===== config.mk =====
export PLATFORM = sky130hd
export DESIGN_NAME = scarv_cop_mem_arb
export DESIGN_NICKNAME = d
export VERILOG_FILES = /design/src/rtl/scarv_cop_mem_arb.sv
export SDC_FILE = /design/constraint.sdc
export NUM_CORES = 1
export LEC_CHECK = 0
export CAP_MARGIN = 10
export CELL_PAD_IN_SITES_DETAIL_PLACEMENT = 1
export CELL_PAD_IN_SITES_GLOBAL_PLACEMENT = 1
export CORE_UTILIZATION = 15
export CTS_CLUSTER_SIZE = 8
export DETAILED_ROUTE_END_ITERATION = 8
export MAX_ROUTING_LAYER = met4
export PLACE_DENSITY_LB_ADDON = 0.1
export SETUP_SLACK_MARGIN = 0.1
export SKIP_LAST_GASP = 1
export SYNTH_ARGS = -nofsm -noshare
export SYNTH_HDL_FRONTEND = slang
export SYNTH_SLANG_ARGS = --single-unit
export TNS_END_PERCENT = 30

===== constraint.sdc =====
create_clock -name g_clk -period 1.9 [get_ports g_clk]
set_input_delay 0.285 -clock g_clk [delete_from_list [all_inputs] [get_ports g_clk]]
set_output_delay 0.285 -clock g_clk [all_outputs]
set_load 0.02 [all_outputs]

===== src/rtl/scarv_cop_mem_arb.sv =====
`default_nettype none
// +--------------------------------------------------------------------------+
// | scarv_cop_mem_arb                                                        |
// | Shares one data-memory port between the CPU (C) and coprocessor (X).     |
// | Zero added latency, fixed CPU priority with a starvation limit; define   |
// | SCARV_COP_MEM_ARB_RR_EN for round-robin contention instead.              |
// | Revision: 1.0                                                            |
// +--------------------------------------------------------------------------+
module scarv_cop_mem_arb #(
    parameter int STARVE_LIMIT = 3
) (
    input  logic        g_clk,
    input  logic        g_resetn,

    input  logic        c_cen,
    input  logic        c_wen,
    input  logic [31:0] c_addr,
    input  logic [31:0] c_wdata,
    input  logic [3:0]  c_ben,
    output logic [31:0] c_rdata,
    output logic        c_stall,
    output logic        c_error,

    input  logic        x_cen,
    input  logic        x_wen,
    input  logic [31:0] x_addr,
    input  logic [31:0] x_wdata,
    input  logic [3:0]  x_ben,
    output logic [31:0] x_rdata,
    output logic        x_stall,
    output logic        x_error,

    output logic        m_cen,
    output logic        m_wen,
    output logic [31:0] m_addr,
    output logic [31:0] m_wdata,
    output logic [3:0]  m_ben,
    input  logic [31:0] m_rdata,
    input  logic        m_stall,
    input  logic        m_error
);

    localparam logic [1:0] ST_IDLE  = 2'd0;
    localparam logic [1:0] ST_OWN_C = 2'd1;
    localparam logic [1:0] ST_OWN_X = 2'd2;

    logic [1:0] state_q, state_d;
    logic       p_cen_c_q, p_cen_c_d;
    logic       p_cen_x_q, p_cen_x_d;

    logic       w_own_c, w_own_x;
    logic       w_arb_en;
    logic       w_c_wins;
    logic       w_gnt_c, w_gnt_x;
    logic       w_fwd_c, w_fwd_x;

    always_comb begin
        w_own_c  = (state_q == ST_OWN_C);
        w_own_x  = (state_q == ST_OWN_X);
        // Arbitrate when idle or when the owner completes; reset blocks any grant
        // so m_cen drops in the same cycle reset is asserted.
        w_arb_en = g_resetn && (!(w_own_c || w_own_x) || !m_stall);
        w_gnt_c  = w_arb_en && c_cen && (!x_cen || w_c_wins);
        w_gnt_x  = w_arb_en && x_cen && (!c_cen || !w_c_wins);
        w_fwd_c  = w_gnt_c || (w_own_c && m_stall);
        w_fwd_x  = w_gnt_x || (w_own_x && m_stall);
    end

    always_comb begin
        state_d = state_q;
        if (w_arb_en) begin
            if (w_gnt_c) begin
                state_d = ST_OWN_C;
            end else if (w_gnt_x) begin
                state_d = ST_OWN_X;
            end else begin
                state_d = ST_IDLE;
            end
        end
        // A port is pending when it asked, was not granted and is not the stalled owner.
        p_cen_c_d = c_cen && !w_gnt_c && !(w_own_c && m_stall);
        p_cen_x_d = x_cen && !w_gnt_x && !(w_own_x && m_stall);
    end

`ifdef SCARV_COP_MEM_ARB_RR_EN
    logic last_x_q, last_x_d;

    assign w_c_wins = last_x_q;

    always_comb begin
        last_x_d = last_x_q;
        if (w_gnt_c && x_cen) begin
            last_x_d = 1'b0;
        end else if (w_gnt_x && c_cen) begin
            last_x_d = 1'b1;
        end
    end

    always_ff @(posedge g_clk or negedge g_resetn) begin
        if (!g_resetn) begin
            last_x_q <= 1'b1;
        end else begin
            last_x_q <= last_x_d;
        end
    end
`else
    localparam logic [3:0] STARVE_MAX = 4'(STARVE_LIMIT);

    logic [3:0] starve_cnt_q, starve_cnt_d;

    assign w_c_wins = (starve_cnt_q != STARVE_MAX);

    always_comb begin
        starve_cnt_d = starve_cnt_q;
        if (w_gnt_x) begin
            starve_cnt_d = 4'd0;
        end else if (w_gnt_c && x_cen && (starve_cnt_q != STARVE_MAX)) begin
            starve_cnt_d = starve_cnt_q + 4'd1;
        end
    end

    always_ff @(posedge g_clk or negedge g_resetn) begin
        if (!g_resetn) begin
            starve_cnt_q <= 4'd0;
        end else begin
            starve_cnt_q <= starve_cnt_d;
        end
    end
`endif

    always_ff @(posedge g_clk or negedge g_resetn) begin
        if (!g_resetn) begin
            state_q   <= ST_IDLE;
            p_cen_c_q <= 1'b0;
            p_cen_x_q <= 1'b0;
        end else begin
            state_q   <= state_d;
            p_cen_c_q <= p_cen_c_d;
            p_cen_x_q <= p_cen_x_d;
        end
    end

    always_comb begin
        m_cen   = w_fwd_c || w_fwd_x;
        m_wen   = 1'b0;
        m_addr  = 32'd0;
        m_wdata = 32'd0;
        m_ben   = 4'd0;
        if (w_fwd_c) begin
            m_wen   = c_wen;
            m_addr  = c_addr;
            m_wdata = c_wdata;
            m_ben   = c_ben;
        end else if (w_fwd_x) begin
            m_wen   = x_wen;
            m_addr  = x_addr;
            m_wdata = x_wdata;
            m_ben   = x_ben;
        end
    end

    always_comb begin
        c_stall = w_own_c ? m_stall : p_cen_c_q;
        x_stall = w_own_x ? m_stall : p_cen_x_q;
        c_rdata = (w_own_c && !m_stall) ? m_rdata : 32'd0;
        x_rdata = (w_own_x && !m_stall) ? m_rdata : 32'd0;
        c_error = w_own_c && !m_stall && m_error;
        x_error = w_own_x && !m_stall && m_error;
    end

endmodule
`default_nettype wire

**After elaboration in Yosys (flattened, before gate mapping)**

Index checks and enable logic that the tools add are counted.
W data, S select, Z words.

- Register bits after elaboration: 8
- Output and inout port bits: 138
- Word-level logic and storage cells: 58
- Input port bits: 176

- Add/sub/neg operators: 1
- Multiplexer cells: 16
- Equality and inequality tests: 3
- Reduce and logical (&&, ||, !) cells: 34

Operators by type and width:

| cell | count |
|---|---|
| $mux W32 | 6 |
| $logic_and A1 B1 Y1 | 17 |
| $mux W4 | 4 |
| $logic_not A1 Y1 | 9 |
| $logic_or A1 B1 Y1 | 7 |
| $add A4 B1 Y4 const B | 1 |
| $mux W1 | 4 |
| $mux W2 | 2 |
| $ne A4 B2 Y1 const B | 1 |
| $eq A2 B1 Y1 const B | 1 |
| $eq A2 B2 Y1 const B | 1 |
| $reduce_bool A2 Y1 | 1 |

**Depth between registers and ports, before layout**

Gate-level depths: netlist of run 1.

- Word-level depth: 11
- Gate-level depth with buffers: 9
- Mapped depth without buffers: 5

**Least setup slack after synthesis of run 1**

No wires, ideal clock.

- Path kind: reg2out
- Start: register state_q[0]
- End: output port m_addr[0]
- Slack: -0.441 ns
- Data required time: 1.615 ns
- Arrival: 2.056 ns
- Cell stages (with the launch flop): 10
- Buffers on the path: 4
- Path through: dfrtp_1 > inv_1 > ha_1 > nor2b_4 > buf_6 > buf_6 > o21a_1 > buf_2 > buf_2 > o32ai_1

- Longest elaborated chain between the ends: 10
- Elaborated cells on any way between the ends: 16
- Classes of those cells: 2 x eq/ne; 2 x mux; 12 x reduce/logical

Ends and longest elaborated chain:

| item | line | text |
|---|---|---|
| start: declaration | 47 | `logic [1:0] state_q, state_d;` |
| start signal: assignment | 137 | `state_q <= state_d;` |
| $eq A2 B1 Y1 or $eq A2 B2 Y1 (tied branches) | 58, 59 |  |
| $logic_or A1 B1 Y1 | 62 | `w_arb_en = g_resetn && (!(w_own_c \|\| w_own_x) \|\| !m_stall);` |
| $logic_not A1 Y1 | 62 |  |
| $logic_or A1 B1 Y1 | 62 |  |
| $logic_and A1 B1 Y1 | 62 |  |
| $logic_and A1 B1 Y1 (2 in series) | 64 | `w_gnt_x = w_arb_en && x_cen && (!c_cen \|\| !w_c_wins);` |
| $logic_or A1 B1 Y1 | 66 | `w_fwd_x = w_gnt_x \|\| (w_own_x && m_stall);` |
| $mux W32 | 154 | `end else if (w_fwd_x) begin` |
| $mux W32 * | 149 | `if (w_fwd_c) begin` |
| end: declaration | 35 | `output logic [31:0] m_addr,` |

Mark *: on every way between the ends. The rest lies on a longest branch, timed or not.

**Worst setup path in the final report of run 1**

- Start: register starve_cnt_q[0]
- End: output port m_wdata[25]

- Longest elaborated chain between the ends: 7
- Elaborated cells on any way between the ends: 10
- Classes of those cells: 1 x eq/ne; 2 x mux; 7 x reduce/logical

Ends and longest elaborated chain:

| item | line | text |
|---|---|---|
| start: declaration | 109 | `logic [3:0] starve_cnt_q, starve_cnt_d;` |
| start signal: assignment | 126 | `starve_cnt_q <= starve_cnt_d;` |
| $ne A4 B2 Y1 * | 111 | `assign w_c_wins = (starve_cnt_q != STARVE_MAX);` |
| $logic_not A1 Y1 | 64 |  |
| $logic_or A1 B1 Y1 | 64 |  |
| $logic_and A1 B1 Y1 | 64 |  |
| $logic_or A1 B1 Y1 | 66 |  |
| $mux W32 | 154 |  |
| $mux W32 * | 149 |  |
| end: declaration | 36 | `output logic [31:0] m_wdata,` |

Marks and branches as above.

==> results.yml, run 1 <==
final_layout:
  final_cells: 983
  fin_util: 0.4537
  nets: 935
  final_area_mm2: 0.008150
  mostFrequentLayoutCell: "clkdlybuf4s50_1"
  drive_above_1_share: 0.3899
  final_cell_mix: "clkdlybuf4s50_1 (209), buf_4 (113), inv_1 (71), and2_1 (64), o32ai_2 (52)"
  syn_to_final_growth_pct: 196.6
  diodes: 0
  fillCellCount: 2011
  multiInputGateArea_mm2: 0.002880
  seqCellArea_um2: 200.2
min_path:
  min_to: "p_cen_x_q$_DFF_PN0_"
  hp-class: "in -> reg"
  min_delay_path_depth: 3
  min_from: "x_cen"
sta:
  worst_slew_pin_slew_ns: 0.6294
  finalSetupViolCount: 138
  finalHoldViolCount: 0
  setup_tns_ns: -61.63
  fmax_mhz: 398.1
  period_share: 1.322
  final.setup_skew_ns: 0.001016
  worst_slack_ns: -0.6118
  rsz0062_at_grt: "yes"
  slew_headroom: 0.5751
  fin_crit_ns: 2.512
  whs_ns: 0.4549
  report.final.slew_viol_count: 0
place:
  post-dp-hpwl_um: 14060
  port_buffers: 313
  post-place-cells: 923
  place_ws_ns: -1.044
  placed_cell_area_mm2: 0.007176
  gp_congestion: 0.8147
critical_path:
  cpPeakStageDelay_ns: 0.38
  endpoint_kind: "output port"
  criticalPathCategory: "reg -> out"
  critPathBufInv: 3
  path_max_fanout: 7
  slowest_stage: "or3b_4"
  regToRegStartpoint: "starve_cnt_q[0]$_DFFE_PN0P_"
  crit_required_ns: 1.62
  crit_arrival_ns: 2.23
  path_delay_family: "simple AND/OR/NAND/NOR gates"
  start_kind: "register"
  rr_worst_depth: 7
  path_cells: "ha_2 -> or3b_4 -> and3_4 -> buf_12 -> buf_4 -> o32ai_2 -> buf_4"
  r2r_end: "p_cen_c_q$_DFF_PN0_"
  path_common_cell: "buf_4"
  r2r_setup_slack_ns: 0.01
cts:
  hold_buffers: 0
  clockBufferDepth: 2
  clkSinkCount: 8
  clk_pin_slew_ns: 0.04
  ctsHtreeMaxLevel: 1
  clockRootBuffer: "clkbuf_16"
  cts_buffers: 3
  worstSkewPairLatency_ns: 0.23
  cts_tree: "yes"
logic_synthesis:
  synth_area_mm2: 0.002748
  synth_cell_types: 35
  ys_seq_area_frac: 0.07286
  yosys_warnings: 0
  syn_inst: 387
  yosys.area.top_type: "o32ai_1"
  syn_nets: 566
  syn_area_per_cell_um2: 7.100
  synth_seq_cells: 8
  ys_top_cells_by_area: "o32ai_1 (22%), o311ai_0 (18%), and2_1 (15%)"
  synth_top_area_frac: 0.2199
power_and_ir_drop:
  peakVddDrop_mv: 0.2944
  power_density_mw_per_mm2: 692.0
  power_mw: 5.640
  p_leak_nw: 3.400
global_route:
  grt_first_pass_wirelength_um: 26650
  grt_max_degree: 34
  grt_pass1_vias: 4805
  grt_usage: 0.1873
  grt-ovfl-total: 0
  antenna_found_initial: 0
die:
  num_rows: 49
  die-area_mm2: 0.01886
  start_util: 0.1530
  die_h_um: 137.3
  io_pins: 314
  die_width_um: 137.3
  core_region_area_mm2: 0.01796
route:
  vias: 4778
  drc: 0
  ant_nets: 0
  vias_per_cell: 4.861
  avgRoutedWirePerCell_um: 20.59
  first_iter_violations: 114
  wl_um: 20240
  dr.pass1.iters: 4
outcome:
  failed_checks: "negative setup slack"
  outcome: "complete, but fails checks"
flow_run:
  drv_cap: 0
-- cell families (layout without fill, tap and decap cells) --
family / count (synthesis) / in the layout / synth area share
compound gates: 154 / 155 / 0.4822
buf+inv: 135 / 501 / 0.2322
simple gates: 87 / 87 / 0.1990
flops: 8 / 8 / 0.07286
fa+ha+maj: 3 / 3 / 0.01366
-- flip-flops by register name (all words and copies together), names as in the netlist --
name / cells
state_q: 2
starve_cnt_q: 4
p_cen_c_q: 1
p_cen_x_q: 1
-- synth_stat cells, drive strengths merged --
| master | number |
|---|---|
| a22o | 1 |
| o311ai | 69 |
| a211o | 1 |
| nand3 | 2 |
| and3 | 1 |
| nor4bb | 1 |
| nand2b | 1 |
| nor2b | 4 |
| nor3 | 1 |
| dfrtp | 8 |
| o31ai | 1 |
| nor2 | 2 |
| o21ai | 6 |
| and2b | 1 |
| clkbuf | 34 |
| o21a | 2 |
| o31a | 2 |
| nand2 | 5 |
| a32o | 1 |
| o32ai | 69 |
| ha | 3 |
| buf | 28 |
| a41o | 1 |
| or3b | 1 |
| a21o | 1 |
| or3 | 1 |
| and2 | 67 |
| inv | 73 |
-- layout make-up --
type | count | share of cell area
timing repair buffer | 425 | 0.5441
multi-input combinational | 245 | 0.3534
tap | 229 | 0.03516
inverter | 73 | 0.03362
sequential | 8 | 0.02456
clock buffer | 3 | 0.009211
-- power breakdown --
| part | internal (mW) | switching, mW |
|---|---|---|
| combinational | 2.60 | 2.46 |
| clock | 0.271 | 0.0831 |
| sequential | 0.207 | 0.0225 |
| total | 3.08 | 2.56 |
-- worst max-delay path by stage --
stage / startpoint / to / slack (ns) / cells past startpoint
floorplan: starve_cnt_q[0]$_DFFE_PN0P_ / m_wen / -0.25 / 5
global placement: x_cen / m_addr[12] / -1.02 / 6
detailed placement: x_cen / m_wdata[22] / -1.04 / 7
CTS: state_q[1]$_DFFE_PN0N_ / c_rdata[23] / -0.70 / 8
global route: starve_cnt_q[0]$_DFFE_PN0P_ / m_addr[7] / -0.68 / 9
finish: starve_cnt_q[0]$_DFFE_PN0P_ / m_wdata[25] / -0.61 / 7
-- per-layer routing --
metal | track usage | part of all wire
met5 | - | 0
met4 | 0.03114 | 0.011
met2 | 0.3605 | 0.55
met1 | 0.1988 | 0.37
met3 | 0.03495 | 0.072
-- worst min-delay path, cell delays in order --
cell	delay [ns]
dlymetal6s2s_1	0.13
buf_4	0.13
o21a_1	0.10
-- timing repair --
| item | 4_1_cts | 5_1_grt |
|---|---|---|
| gates resized for setup | 282 | 217 |
| buffers inserted | 17 | 23 |
| pin swaps | 4 | 13 |
| cloned | 4 | 13 |
| endpoints found under the setup margin | 139 | 139 |
Power figures use the tool's default switching activity.
==> run 2: changes to the inputs <==
Settings changed: SETUP_SLACK_MARGIN 0.1 to default.
==> results.yml, run 2 (synthesis gave the netlist of run 1 again) <==
cts:
  clk_pin_slew_ns: 0.04
  cts_tree: "yes"
  ctsHtreeMaxLevel: 1
  hold_buffers: 0
  worstSkewPairLatency_ns: 0.23
  clockRootBuffer: "clkbuf_16"
  clkSinkCount: 8
  clockBufferDepth: 2
  cts_buffers: 3
global_route:
  grt-ovfl-total: 0
  grt_usage: 0.1873
  grt_pass1_vias: 4805
  grt_first_pass_wirelength_um: 26650
  grt_max_degree: 34
  antenna_found_initial: 0
power_and_ir_drop:
  peakVddDrop_mv: 0.2881
  p_comb_frac: 0.898
  sw_frac_of_total: 0.4578
  pwr-share-seq: 0.040
  p_switching_mw: 2.632
  power_density_mw_per_mm2: 693.3
  internal-power_mw: 3.118
  clockPowerShare: 0.062
  p_leak_nw: 3.422
  power_mw: 5.750
flow_run:
  drv_cap: 0
route:
  drc: 0
  dr.pass1.iters: 4
  vias_per_cell: 4.884
  first_iter_violations: 166
  wl_um: 20470
  vias: 4791
  ant_nets: 0
  avgRoutedWirePerCell_um: 20.87
critical_path:
  criticalPathCategory: "reg -> out"
  endpoint_kind: "output port"
  start_kind: "register"
  path_delay_family: "buffers and inverters"
  crit_required_ns: 1.62
  cpPeakStageDelay_ns: 0.44
  path_max_fanout: 6
  slowest_stage: "o31a_4"
  critPathBufInv: 4
  crit_arrival_ns: 2.21
  path_cells: "ha_2 -> nor4bb_4 -> buf_12 -> o31a_4 -> buf_12 -> buf_4 -> o32ai_2 -> buf_4"
sta:
  fin_crit_ns: 2.497
  fmax_mhz: 400.5
  rsz0062_at_grt: "yes"
  period_share: 1.314
  worst_slack_ns: -0.5971
  slew_headroom: 0.7035
  final.setup_skew_ns: 0.002588
  finalSetupViolCount: 139
  finalHoldViolCount: 0
  worst_slew_pin_slew_ns: 0.4379
  report.final.slew_viol_count: 0
final_layout:
  final_cells: 981
  multiInputGateArea_mm2: 0.002980
  mostFrequentLayoutCell: "clkdlybuf4s50_1"
  top_regs: "starve_cnt_q (4), state_q (2)"
  largest_register_ffs: 4
  final_cell_mix: "clkdlybuf4s50_1 (209), buf_4 (95), inv_1 (71), and2_1 (64), o32ai_2 (44)"
  syn_to_final_growth_pct: 201.8
  diodes: 0
  fin_util: 0.4617
  nets: 933
  seqCellArea_um2: 200.2
  drive_above_1_share: 0.3936
  largest-register: "starve_cnt_q"
  fillCellCount: 1972
die:
  die-area_mm2: 0.01886
  die_h_um: 137.3
  die_width_um: 137.3
  start_util: 0.1530
  num_rows: 49
  core_region_area_mm2: 0.01796
  io_pins: 314
place:
  port_buffers: 313
  place_ws_ns: -1.044
  post-dp-hpwl_um: 14060
  gp_congestion: 0.8147
  post-place-cells: 923
min_path:
  hp-class: "in -> reg"
outcome:
  failed_checks: "negative setup slack"
  outcome: "complete, but fails checks"
run 2: changes by cell type in the layout (fill, tap and decap cells not counted), sizes merged:
cell and delta:
buf -3, dlygate4sd2 -1, clkbuf +2
run 2: layout make-up:
cell class	instances	area share
Clock buffer	3	0.009053
Inverter	73	0.03334
Multi-Input combinational cell	245	0.3594
Sequential cell	8	0.02414
Tap cell	229	0.03455
Timing Repair Buffer	423	0.5395
run 2: routing by layer:
layer,vias up,GRT usage,part of all wire
met5,-,-,0
met4,0,0.03114,0.013
met3,21,0.03495,0.071
met2,208,0.3605,0.55
met1,2340,0.1988,0.37
li1,2222,-,-
run 2: metrics by stage:
stage / instance area (µm²) / setup TNS, ns / hold slack [ns]
4_1_cts: 7460 / -72.21 / 0.5131
2_1_floorplan: 3432 / -15.88 / -0.01059
5_1_grt: 8293 / -71.38 / 0.4939
3_5_place_dp: 7176 / -96.33 / 0.5880
3_3_place_gp: 7176 / -93.89 / 0.5829
6_report: 8293 / -61.24 / 0.4493
run 2: path summary, 6_finish.rpt:
check,to,slack [ns],start,cells past startpoint
max,m_wdata[23],-0.60,starve_cnt_q[0]$_DFFE_PN0P_,8
min,p_cen_x_q$_DFF_PN0_,0.45,x_cen,3
max reg2reg,p_cen_c_q$_DFF_PN0_,-0.04,starve_cnt_q[0]$_DFFE_PN0P_,7
min reg2reg,state_q[0]$_DFFE_PN0N_,0.61,state_q[0]$_DFFE_PN0N_,2
max in group asynchronous,starve_cnt_q[3]$_DFFE_PN0P_,1.26,g_resetn,3
min in group asynchronous,starve_cnt_q[1]$_DFFE_PN0P_,0.50,g_resetn,3
run 2: worst reg2reg max path: cells and delay by family, from the launching register on:
family          cells  cell delay, ns
buf+inv             3            0.45
fa+ha+maj           1            0.20
flops               1            0.38
simple gates        2            0.33
compound gates      1            0.45
run 2: what timing repair did:
action | in CTS | in global routing
pin swaps | 4 | 41
gates resized for setup | 282 | 246
setup buffers | 17 | 22
setup endpoints to repair | 139 | 139
cloned | 4 | 13
run 2: power groups by stage:
stage / registers, mW / clock network, mW / logic (mW)
6_report: 0.228 / 0.359 / 5.16
5_1_grt: 0.232 / 0.370 / 5.45
4_1_cts: 0.228 / 0.358 / 4.32
3_5_place_dp: 0.230 / 0 / 4.16
3_3_place_gp: 0.229 / 0 / 4.08
2_1_floorplan: 0.233 / 0 / 2.26
==> run 3: changes to the inputs <==
Settings changed: CTS_CLUSTER_DIAMETER from default to 200.
==> results of run 3 <==
Same layout as run 2: the final DEF is identical, and so are final timing and power.
